`src/rtl/button_conditioner.sv`:
```
// button_conditioner: synchronizes and debounces two raw buttons, then turns each
// press into a one-cycle step pulse with optional auto-repeat and a both-held lockout.
module button_conditioner #(
   parameter int DEBOUNCE_CYCLES = 4,
   parameter int REPEAT_DELAY    = 16,
   parameter int REPEAT_PERIOD   = 8,
   parameter bit REPEAT_EN       = 1'b1
) (
   input  logic       i_clk,
   input  logic       i_rst_n,
   input  logic       i_increase_duty,
   input  logic       i_decrease_duty,
   output logic       o_inc_pulse,
   output logic       o_dec_pulse,
   output logic [1:0] o_held
);
   localparam int DW   = $clog2(DEBOUNCE_CYCLES + 1);
   localparam int RMAX = REPEAT_DELAY > REPEAT_PERIOD ? REPEAT_DELAY : REPEAT_PERIOD;
   localparam int RW   = $clog2(RMAX + 1);
   localparam logic [DW-1:0] DB_LAST = DW'(DEBOUNCE_CYCLES - 1);
   localparam logic [RW-1:0] RD_LAST = RW'(REPEAT_DELAY - 1);
   localparam logic [RW-1:0] RP_LAST = RW'(REPEAT_PERIOD - 1);
   typedef enum logic [1:0] {IDLE, HOLD_WAIT, REPEAT} state_t;
   logic [1:0]         sync_a, sync_b, lvl, lvl_d, pulse_d;
   logic [1:0][DW-1:0] db_cnt, db_cnt_d;
   logic [1:0][RW-1:0] rp_cnt, rp_cnt_d;
   state_t             state [2];
   state_t             state_d [2];
   logic               lock;
   always_comb begin
      lvl_d    = lvl;
      db_cnt_d = db_cnt;
      state_d  = state;
      rp_cnt_d = rp_cnt;
      pulse_d  = '0;
      for (int c = 0; c < 2; c++) begin
         lvl_d[c]    = (sync_b[c] != lvl[c] && db_cnt[c] == DB_LAST) ? sync_b[c] : lvl[c];
         db_cnt_d[c] = (sync_b[c] == lvl[c] || db_cnt[c] == DB_LAST) ? '0 : db_cnt[c] + 1'b1;
      end
      // Lockout also covers the edge that leaves it, so the survivor restarts from zero.
      lock = (&lvl) | (&lvl_d);
      for (int c = 0; c < 2; c++) begin
         if (lvl[c] && !lvl_d[c]) begin
            state_d[c]  = IDLE;
            rp_cnt_d[c] = '0;
         end else if (lock && lvl_d[c]) begin
            state_d[c]  = HOLD_WAIT;
            rp_cnt_d[c] = '0;
         end else begin
            case (state[c])
               IDLE: if (lvl_d[c]) begin
                  state_d[c]  = HOLD_WAIT;
                  rp_cnt_d[c] = '0;
                  pulse_d[c]  = 1'b1;
               end
               HOLD_WAIT: if (REPEAT_EN && rp_cnt[c] == RD_LAST) begin
                  state_d[c]  = REPEAT;
                  rp_cnt_d[c] = '0;
                  pulse_d[c]  = 1'b1;
               end else begin
                  rp_cnt_d[c] = (rp_cnt[c] == RD_LAST) ? rp_cnt[c] : rp_cnt[c] + 1'b1;
               end
               default: if (rp_cnt[c] == RP_LAST) begin
                  rp_cnt_d[c] = '0;
                  pulse_d[c]  = 1'b1;
               end else begin
                  rp_cnt_d[c] = rp_cnt[c] + 1'b1;
               end
            endcase
         end
      end
   end
   always_ff @(posedge i_clk or negedge i_rst_n) begin
      if (!i_rst_n) begin
         sync_a      <= '0;
         sync_b      <= '0;
         lvl         <= '0;
         db_cnt      <= '0;
         rp_cnt      <= '0;
         state[0]    <= IDLE;
         state[1]    <= IDLE;
         o_inc_pulse <= 1'b0;
         o_dec_pulse <= 1'b0;
      end else begin
         sync_a      <= {i_decrease_duty, i_increase_duty};
         sync_b      <= sync_a;
         lvl         <= lvl_d;
         db_cnt      <= db_cnt_d;
         rp_cnt      <= rp_cnt_d;
         state       <= state_d;
         o_inc_pulse <= pulse_d[0];
         o_dec_pulse <= pulse_d[1];
      end
   end
   assign o_held = lvl;
endmodule

```
`config.mk`:
```
export PLATFORM = sky130hd
export DESIGN_NAME = button_conditioner
export DESIGN_NICKNAME = d
export VERILOG_FILES = /design/src/rtl/button_conditioner.sv
export SDC_FILE = /design/constraint.sdc
export NUM_CORES = 1
export LEC_CHECK = 0
export CORE_MARGIN = 3
export CORE_UTILIZATION = 52
export CTS_BUF_LIST = sky130_fd_sc_hd__clkbuf_16
export DETAILED_ROUTE_END_ITERATION = 7
export GPL_ROUTABILITY_DRIVEN = 0
export PLACE_DENSITY = 0.77
export SYNTH_ARGS = -nofsm -noshare
export SYNTH_HDL_FRONTEND = slang
export SYNTH_SLANG_ARGS = --single-unit
```
`constraint.sdc`:
```
create_clock -name i_clk -period 2.1 [get_ports i_clk]
set_clock_uncertainty 0.05 [all_clocks]
set_input_delay 0.21 -clock i_clk [delete_from_list [all_inputs] [get_ports i_clk]]
set_output_delay 0.21 -clock i_clk [all_outputs]
set_load 0.01 [all_outputs]
```
==> results of run 1 <==
## registers in the layout, indices dropped and copies added (netlist names)
| name | count |
|---|---|
| db_cnt | 6 |
| o_dec_pulse | 1 |
| o_held | 2 |
| o_inc_pulse | 1 |
| rp_cnt | 10 |
| state | 4 |
| sync_a | 2 |
| sync_b | 2 |
## placed cells by master (no fill, tap or decap), types with 4 or more instances in the layout
cell type	instances
clkdlybuf4s50_1	7
buf_4	9
nand2b_1	5
o21ai_1	4
inv_1	13
dfrtp_1	27
a21oi_1	9
ha_1	7
nand2_1	12
o21ai_0	4
nor2b_1	5
nor2_1	16
## worst register-to-register path, cell delays in order, from the launching register on
cell,delay [ps]
dfrtp_1,390
ha_2,210
ha_4,180
mux2_4,330
mux2_4,280
a22o_1,200
o32a_1,320
## report_power, final
| group | switching [W] | total (W) | internal, W |
|---|---|---|---|
| Combinational | 0.000478 | 0.000999 | 0.000521 |
| Sequential | 0.000213 | 0.000929 | 0.000716 |
| Clock | 0.000186 | 0.000565 | 0.000380 |
| Total | 0.000876 | 0.00249 | 0.00162 |
## metal layers
| layer | vias up | GRT usage, % | part of all wire [%] |
|---|---|---|---|
| met3 | 4 | 3.02 | 4.5 |
| met1 | 602 | 27.2 | 45 |
| li1 | 559 | - | - |
| met2 | 34 | 30.9 | 49 |
| met4 | 0 | 8.23 | 1.2 |
| met5 | - | 0 | 0 |
## cell type report
class                      count  area [um2]  share of cell area (%)
multi-input combinational    106         767                    42.7
sequential                    28         702                    39.0
timing repair buffer          16         138                    7.65
clock buffer                   3        75.1                    4.18
inverter                      13        48.8                    2.71
tap                           30        37.5                    2.09
clock inverter                 1        30.0                    1.67
## logic make-up after synthesis
family / Yosys count
xor+xnor: 3
buf+inv: 17
mux: 7
compound gates: 33
flops: 28
simple gates: 53
fa+ha+maj: 10
## through the flow
| step | TNS, ps | util, % | instances |
|---|---|---|---|
| floorplan | 0 | - | 151 |
| finish | 0 | 68.8 | 197 |
| global route | -15.8 | 68.8 | 197 |
| detailed placement | -11.8 | 63.4 | 192 |
| global placement | 0 | 63.4 | 192 |
| CTS | 0 | 67.6 | 196 |
## final timing paths
| kind | startpoint | endpoint | slack, ps |
|---|---|---|---|
| max | db_cnt[0]$_DFF_PN0_ | state[0]$_DFFE_PN0P_ | 10 |
| min | i_rst_n | o_inc_pulse$_DFF_PN0_ | 270 |
| max reg2reg | db_cnt[0]$_DFF_PN0_ | state[0]$_DFFE_PN0P_ | 10 |
| min reg2reg | sync_a[1]$_DFF_PN0_ | sync_b[1]$_DFF_PN0_ | 300 |
| max in group asynchronous | i_rst_n | rp_cnt[5]$_DFFE_PN0P_ | 1450 |
| min in group i_clk | sync_a[1]$_DFF_PN0_ | sync_b[1]$_DFF_PN0_ | 300 |
## what timing repair did
action	in CTS	in global routing
gates resized for setup	3	7
pin swaps	0	4
setup buffers	0	1
gates cloned	0	0
endpoints found under the setup margin	3	7
## cells in the mapped netlist, types with 2 or more instances
master,count
nor2_1,16
dfrtp_1,28
a21oi_1,9
a221oi_1,2
nand2b_1,5
a2111oi_2,2
nor4bb_1,2
nand2_1,12
xor2_1,3
clkbuf_1,4
inv_1,13
nor2b_1,5
nor3_1,2
ha_1,10
o21ai_0,7
and3_1,3
nand3_1,2
or3_1,2
mux2i_1,2
mux2_4,2
mux2_2,3
a22o_1,2
==> run metrics, run 1 <==
first-pass GRT wire length 5.28 mm; Synth top area share 46.7%; Synth Register Bits 28; Seq/Total Area, Yosys 46.7%; Mapped Area 1500 um2; Total Power 0.00249 W; DIE AREA 3570 um2; worst-margin pin slew 482 ps; overall die height 59.7 um; Setup WS post-layout 12.8 ps; Overflow after GRT 0; n_diodes 0; post-synthesis mux area share 5.59%; fmax 479 MHz; Post-Syn Area per Cell 9.94 um2; area delta synth->final 19.8%; CP endpoint kind flop; max-slew violations 0; Buf/Inv on CP 0; HPWL reported at the end of detailed placement 2.09 mm; ys flop type dfrtp_1; Port Buffers 7; Syn Nets 165; main combinational cell family by area after synthesis simple AND/OR/NAND/NOR gates; vias per inst 6.09; vias in the first global route 1139; compound-gate portion of the synthesized area 15.7%; H-tree levels 1; CTS tree yes; Stages on worst setup path 6; Critical Path Fanout Max 5; Synth Area in Adders 8.34%; critical path's top delay family multiplexers; XOR/XNOR Fraction of Synth Area 1.75%; Initial Util 57.4%; worst min path class primary input to asynchronous set/reset pin; buffer depth of the longest clock path 2; CTS clk-pin slew, worst paths 70 ps; CTS Hold Buffers Added 0; Die W 59.7 um; top cell type by total area after synthesis dfrtp_1; clk sink count 28; Distinct cells, synth 37; Most common cell on crit path mux2_4; Setup crit start kind flop; Final ANT Viol Nets 0; DRC Markers 0; Worst path max stage delay 390 ps; largest net degree at the start of global routing 29; status complete, no violations; placed cell area 1660 um2; Clock Root Buffer clkbuf_16; Period minus WS final 2090 ps; critical path class flop to flop; PwrDens 1390 nW/um2; ys async rst share 100%; leakage power 0.821 nW; WL final 3.11 mm; post-synthesis simple-gate area fraction 17.7%; fraction of layout cells with a size suffix above 1 15.6%; DRT iter0 DRCs 67; insertion delay to the later sink of the worst-skew pair 260 ps; Synth Instances 151; drt first pass iters 4; Critical Path AT 2190 ps; cts bufs inserted 3; VDD IR max 0.000883 V; Tcrit/Tclk final 99.4%; final net count 182; Ys Warns 0; Slew headroom 67.4%; Boundary Pins 8; Core Area 2610 um2; FP Rows 18; antenna violations before repair 0; Vias 1199; worst reg2reg path depth 6; Max-cap violations 0; Final Hold Vio Count 0; final hold slack 268 ps; CP required 2200 ps; Fillers 202; synth top area cells dfrtp_1 47%, ha_1 8.3%, nor2_1 4.0%, inv_1 3.3%, a21oi_1 3.0%; pre-CTS setup slack -11.8 ps; GRT Total Usage 19.7%; number of enable flip-flop cells after synthesis 0; WL per Instance 15.8 um; Slowest cell on crit path dfrtp_1; crit-path cells ha_2 -> ha_4 -> mux2_4 -> mux2_4 -> a22o_1 -> o32a_1; Finish-stage setup viols 0; design area 1800 um2
(Power assumes the default switching activity.)
==> run 2: changes to the inputs <==
Settings changed: ABC_AREA from default to 1, CORE_UTILIZATION 52 to 40, PLACE_DENSITY 0.77 to 0.63.
==> run metrics, run 2 <==
status complete, no violations; Clock Root Buffer clkbuf_16; commonest non-fill, non-tap cell in the layout nand2_1; most frequent cell after synthesis nand2_1; Finish-stage setup viols 0 (unchanged); setup tns final 0 ps (unchanged); Mapped Area 1550 um2 (+3.0%); leakage power 0.906 nW (+10%); number of enable flip-flop cells after synthesis 0 (unchanged); insertion delay to the later sink of the worst-skew pair 260 ps (about the same); antenna violations before repair 0 (unchanged); WL final 2.57 mm (-18%); Setup crit start kind flop; CTS tree yes; max-slew violations 0 (unchanged); final net count 208 (+14%); vias in the first global route 1205 (+5.8%); top cell type by total area after synthesis dfrtp_1; worst min path class primary input to asynchronous set/reset pin; Setup WS post-layout 332 ps (+319 ps); overall die height 68.2 um (+14%); DIE AREA 4650 um2 (+30%); area delta synth->final 15.5%; Max-cap violations 0 (unchanged); Die W 68.2 um (+14%); n_diodes 0 (unchanged); Seq/Total Area, Yosys 45.3% (-1.4 points); WL per Instance 10.7 um (-32%); CP required 2260 ps (+60 ps); max reg flops 10 (unchanged); HPWL reported at the end of detailed placement 1.94 mm (-7.2%); Synth top cells by count 34 x nand2_1, 28 x dfrtp_1, 24 x nor2_1; GRT Total Usage 14.2% (-5.5 points); Synth top area share 45.3% (-1.4 points); Synth Register Bits 28 (unchanged); clk sink count 28 (unchanged); FP Rows 21 (+3); Final Hold Vio Count 0 (unchanged); Top reg by flops rp_cnt; ys flop type dfrtp_1; fmax 566 MHz (+18%); Largest regs rp_cnt x10, db_cnt x6, state x4; Worst path max stage delay 420 ps (+30 ps); Final ANT Viol Nets 0 (unchanged); Reg-to-Reg Start rp_cnt[0]$_DFFE_PN0P_; CTS clk-pin slew, worst paths 70 ps (about the same); Initial Util 43.9% (-14 points); buffer depth of the longest clock path 2 (unchanged); Period minus WS final 1770 ps (-319 ps); PwrDens 1440 nW/um2 (+3.9%); synth top area cells dfrtp_1 45%, nand2_1 8.3%, ha_1 8.1%, nor2_1 5.8%, inv_1 5.6%; pre-CTS setup slack 369 ps (+381 ps); worst reg2reg path depth 9 (+3); Slew headroom 76.0% (+8.6 points); Critical Path Fanout Max 4 (-1); Synth Instances 181 (+20%); Overflow after GRT 0 (unchanged); most frequent cells in the layout 34 x nand2_1, 28 x dfrtp_1, 24 x nor2_1; drt first pass iters 4 (unchanged); Vias 1160 (-3.3%); Critical Path Source rp_cnt[0]$_DFFE_PN0P_; CP endpoint kind flop; Port Buffers 7 (unchanged); cts bufs inserted 3 (unchanged); Critical Path AT 1930 ps (-260 ps); DRT iter0 DRCs 43 (-36%); unrepaired setup endpoints after global routing false; CTS resizes 0 (-3); Distinct cells, synth 24 (-35%); Post-Syn Area per Cell 8.54 um2 (-14%); CTS Hold Buffers Added 0 (unchanged); largest net degree at the start of global routing 29 (unchanged); Boundary Pins 8 (unchanged); postcts setup bufs 0 (unchanged); ys async rst share 100% (unchanged); first-pass GRT wire length 5.04 mm (-4.5%); worst-margin pin slew 356 ps (-126 ps); critical path class flop to flop; Most common cell on crit path nand2_1; H-tree levels 1 (unchanged); fraction of layout cells with a size suffix above 1 15.5% (-0.025 points); Slowest cell on crit path dfrtp_1; Tcrit/Tclk final 84.2% (-15 points); Core Area 3520 um2 (+35%); VDD IR max 0.000632 V (-28%); crit-path cells ha_1 -> nand2_1 -> nor2_1 -> ha_1 -> o21ai_1 -> nand2_1 -> nor2_2 -> nand3_1 -> nand2_1; Syn Nets 195 (+18%); DRC Markers 0 (unchanged); Ys Warns 0 (unchanged); vias per inst 4.85 (-20%)
-- run 2: changes by cell type in the layout (fill, tap and decap cells not counted), moves of 4 or more --
cell,delta
nor2b_1,-5
nor2_1,+8
nand2_2,+7
a21oi_1,-4
buf_4,-8
nand3_1,+11
nand2_1,+22
nand4_1,+4
nand2b_1,-5
inv_1,+10
-- run 2: layout make-up --
| class | instances | area (um2) |
|---|---|---|
| inverter | 28 | 110 |
| sequential | 28 | 701 |
| multi-input combinational | 125 | 734 |
| clock buffer | 3 | 75.1 |
| fill | 342 | 1740 |
| clock inverter | 1 | 30.0 |
| timing repair buffer | 8 | 77.6 |
| tap | 46 | 57.6 |
-- run 2: path summary, 6_finish.rpt --
check | end | slack (ps)
worst min register to register | sync_b[1]$_DFF_PN0_ | 310
worst max register to register | rp_cnt[1]$_DFFE_PN0P_ | 330
max in group asynchronous | db_cnt[3]$_DFF_PN0_ | 1470
min in group i_clk | sync_b[1]$_DFF_PN0_ | 310
worst max-delay path | rp_cnt[1]$_DFFE_PN0P_ | 330
worst min-delay path | rp_cnt[1]$_DFFE_PN0P_ | 270
-- run 2: cell families after synthesis --
group                      Yosys count  share of synthesized area [%]
buffers and inverters               28                           7.13
xor gates and xnor gates             2                           1.13
AOI/OAI and AO/OA                   20                           8.18
adders and majority gates           10                           8.10
and+or+nand+nor                     93                           30.1
DFF                                 28                           45.3
-- run 2: power breakdown --
part / switching (W) / internal (W)
logic: 0.000709 / 0.000431
clock network: 0.000184 / 0.000380
registers: 0.000152 / 0.000716
total: 0.00105 / 0.00153
-- run 2: per-layer routing --
metal / routed length [um] / vias up / global-route usage, %
met5: 0 / - / 0
met4: 29 / 0 / 5.46
met3: 76 / 5 / 3.61
met2: 1170 / 13 / 22.3
met1: 1290 / 538 / 18.8
li1: - / 604 / -
-- run 2: worst max-delay path, delay by kind of cell, from the launching register on --
family | cells | cell delay (ps)
and+or+nand+nor | 6 | 610
adders and majority gates | 2 | 410
DFF | 1 | 420
AOI/OAI and AO/OA | 1 | 250
-- run 2: stage by stage --
| stage | hold slack [ps] | std cells | instance area [um2] | utilization [%] | total power [W] |
|---|---|---|---|---|---|
| finish | 274 | 239 | 1790 | 50.7 | 0.00257 |
| global route | 308 | 239 | 1790 | 50.7 | 0.00283 |
| CTS | 295 | 239 | 1790 | 50.7 | 0.00260 |
| detailed placement | 287 | 235 | 1680 | 47.7 | 0.00203 |
| global placement | 285 | 235 | 1680 | 47.7 | 0.00200 |
| floorplan | -136 | 181 | 1550 | - | 0.00176 |
==> run 3: changes to the inputs <==
Settings changed: PLACE_DENSITY 0.63 to 0.61.
Clock period 2.1 ns to 1.73 ns, I/O delays scaled along.
==> run metrics, run 3 (same netlist as run 2, synthesis figures left out) <==
Fillers 336 (-1.8%); worst min path class primary input to asynchronous set/reset pin; clk sink count 28 (unchanged); CP endpoint kind flop; WL final 2.70 mm (+5.1%); leakage power 0.918 nW (+1.3%); Core Area 3520 um2 (unchanged); largest net degree at the start of global routing 29 (unchanged); worst-margin pin slew 356 ps (+0.306 ps); Final Hold Vio Count 0 (unchanged); Critical Path AT 1790 ps (-140 ps); setup tns final 0 ps (unchanged); Die W 68.2 um (unchanged); FP Rows 21 (unchanged); fraction of layout cells with a size suffix above 1 24.0% (+8.4 points); DRC Markers 0 (unchanged); antenna violations before repair 0 (unchanged); GRT Total Usage 14.1% (-0.059 points); Final ANT Viol Nets 0 (unchanged); CTS tree yes; commonest non-fill, non-tap cell in the layout nand2_1; Finish-stage setup viols 0 (unchanged); VDD IR max 0.000677 V (+7.1%); cts bufs inserted 3 (unchanged); Clock Root Buffer clkbuf_16; buffer depth of the longest clock path 2 (unchanged); Setup crit start kind flop; status complete, no violations; Worst R2R End rp_cnt[7]$_DFFE_PN0P_; max reg flops 10 (unchanged); CTS Hold Buffers Added 0 (unchanged); most frequent cells in the layout 30 x nand2_1, 28 x dfrtp_1, 23 x inv_1, 23 x nor2_1; CTS clk-pin slew, worst paths 70 ps (about the same); Tcrit/Tclk final 95.2% (+11 points); Largest regs rp_cnt x10, db_cnt x6, state x4; DIE AREA 4650 um2 (unchanged); Port Buffers 7 (unchanged); first-pass GRT wire length 5.00 mm (-0.95%); vias in the first global route 1138 (-5.6%); WL per Instance 11.1 um (+3.8%); worst reg2reg path depth 8 (-1); Reg-to-Reg Start db_cnt[0]$_DFF_PN0_; n_diodes 0 (unchanged); Critical Path Fanout Max 5 (+1); PwrDens 1750 nW/um2 (+22%); final net count 211 (+1.4%); Initial Util 43.9% (unchanged); overall die height 68.2 um (unchanged); area of the multi-input gates 796 um2 (+8.3%); Boundary Pins 8 (unchanged); Final Util 53.1% (+2.4 points); area delta synth->final 21.0%; Overflow after GRT 0 (unchanged); Max-cap violations 0 (unchanged); CP required 1870 ps (-390 ps); critical path class flop to flop; sequential cell area 701 um2 (unchanged); HPWL reported at the end of detailed placement 1.96 mm (+0.96%); vias per inst 5.01 (+3.2%); Period minus WS final 1650 ps (-122 ps); Vias 1212 (+4.5%); r2r setup slk 80 ps (-250 ps); unrepaired setup endpoints after global routing false; insertion delay to the later sink of the worst-skew pair 260 ps (about the same); Top reg by flops rp_cnt; Slew headroom 76.3% (+0.23 points); DRT iter0 DRCs 33 (-23%); drt first pass iters 4 (unchanged); max-slew violations 0 (unchanged); H-tree levels 1 (unchanged); fmax 607 MHz (+7.4%)
-- run 3: routing by layer --
| layer | wire length (um) | track usage, % | part of all wire, % | vias up |
|---|---|---|---|---|
| met2 | 1210 | 22.0 | 45 | 20 |
| li1 | - | - | - | 613 |
| met1 | 1350 | 19.9 | 50 | 575 |
| met4 | 29 | 3.72 | 1.1 | 0 |
| met3 | 101 | 2.96 | 3.7 | 4 |
| met5 | 0 | 0 | 0 | - |
-- run 3: worst max path at each step --
stage                                from                     to  slack (ps)  depth (start not counted)
CTS                   db_cnt[3]$_DFF_PN0_   state[0]$_DFFE_PN0P_           6                          8
global route        rp_cnt[6]$_DFFE_PN0P_   state[0]$_DFFE_PN0P_           5                          9
floorplan           rp_cnt[0]$_DFFE_PN0P_  rp_cnt[1]$_DFFE_PN0P_         190                          9
global placement    rp_cnt[0]$_DFFE_PN0P_  rp_cnt[1]$_DFFE_PN0P_          20                          9
detailed placement  rp_cnt[0]$_DFFE_PN0P_  rp_cnt[1]$_DFFE_PN0P_           5                          9
finish                db_cnt[0]$_DFF_PN0_  rp_cnt[7]$_DFFE_PN0P_          80                          8
-- run 3: through the flow --
step | total power, W | cells | area, um2 | hold slack [ps] | setup WS [ps]
2_1_floorplan | 0.00213 | 181 | 1550 | -173 | 191
3_3_place_gp | 0.00243 | 235 | 1680 | 288 | 23.5
3_5_place_dp | 0.00247 | 235 | 1680 | 292 | 4.70
4_1_cts | 0.00317 | 239 | 1790 | 258 | 6.42
5_1_grt | 0.00357 | 242 | 1870 | 290 | 5.39
6_report | 0.00328 | 242 | 1870 | 236 | 83.6
-- run 3: report_power, final --
part	total [W]	internal (W)	switching (W)	leakage, nW
registers	0.00106	0.000869	0.000189	0.359
clock network	0.000692	0.000461	0.000231	0.0511
logic	0.00153	0.000609	0.000916	0.508
total	0.00328	0.00194	0.00134	0.918
-- run 3: timing repair --
action,CTS,global route
buffers inserted,0,3
pin swaps,0,9
resized for setup,1,15
setup endpoints to repair,1,13
-- run 3: layout make-up --
class                      instances  area share, %
multi-input combinational        125           42.6
clock buffer                       3           4.02
timing repair buffer              11           5.35
tap                               46           3.08
clock inverter                     1           1.61
sequential                        28           37.5
inverter                          28           5.89
-- run 3: worst max-delay path, stage by stage, from the launching register on --
cell and delay [ps]:
dfrtp_1 380, ha_1 230, ha_4 180, nand2_2 100, nand2_4 100, o21ai_4 210, buf_4 140, nand3b_1 60
a21oi_1 130
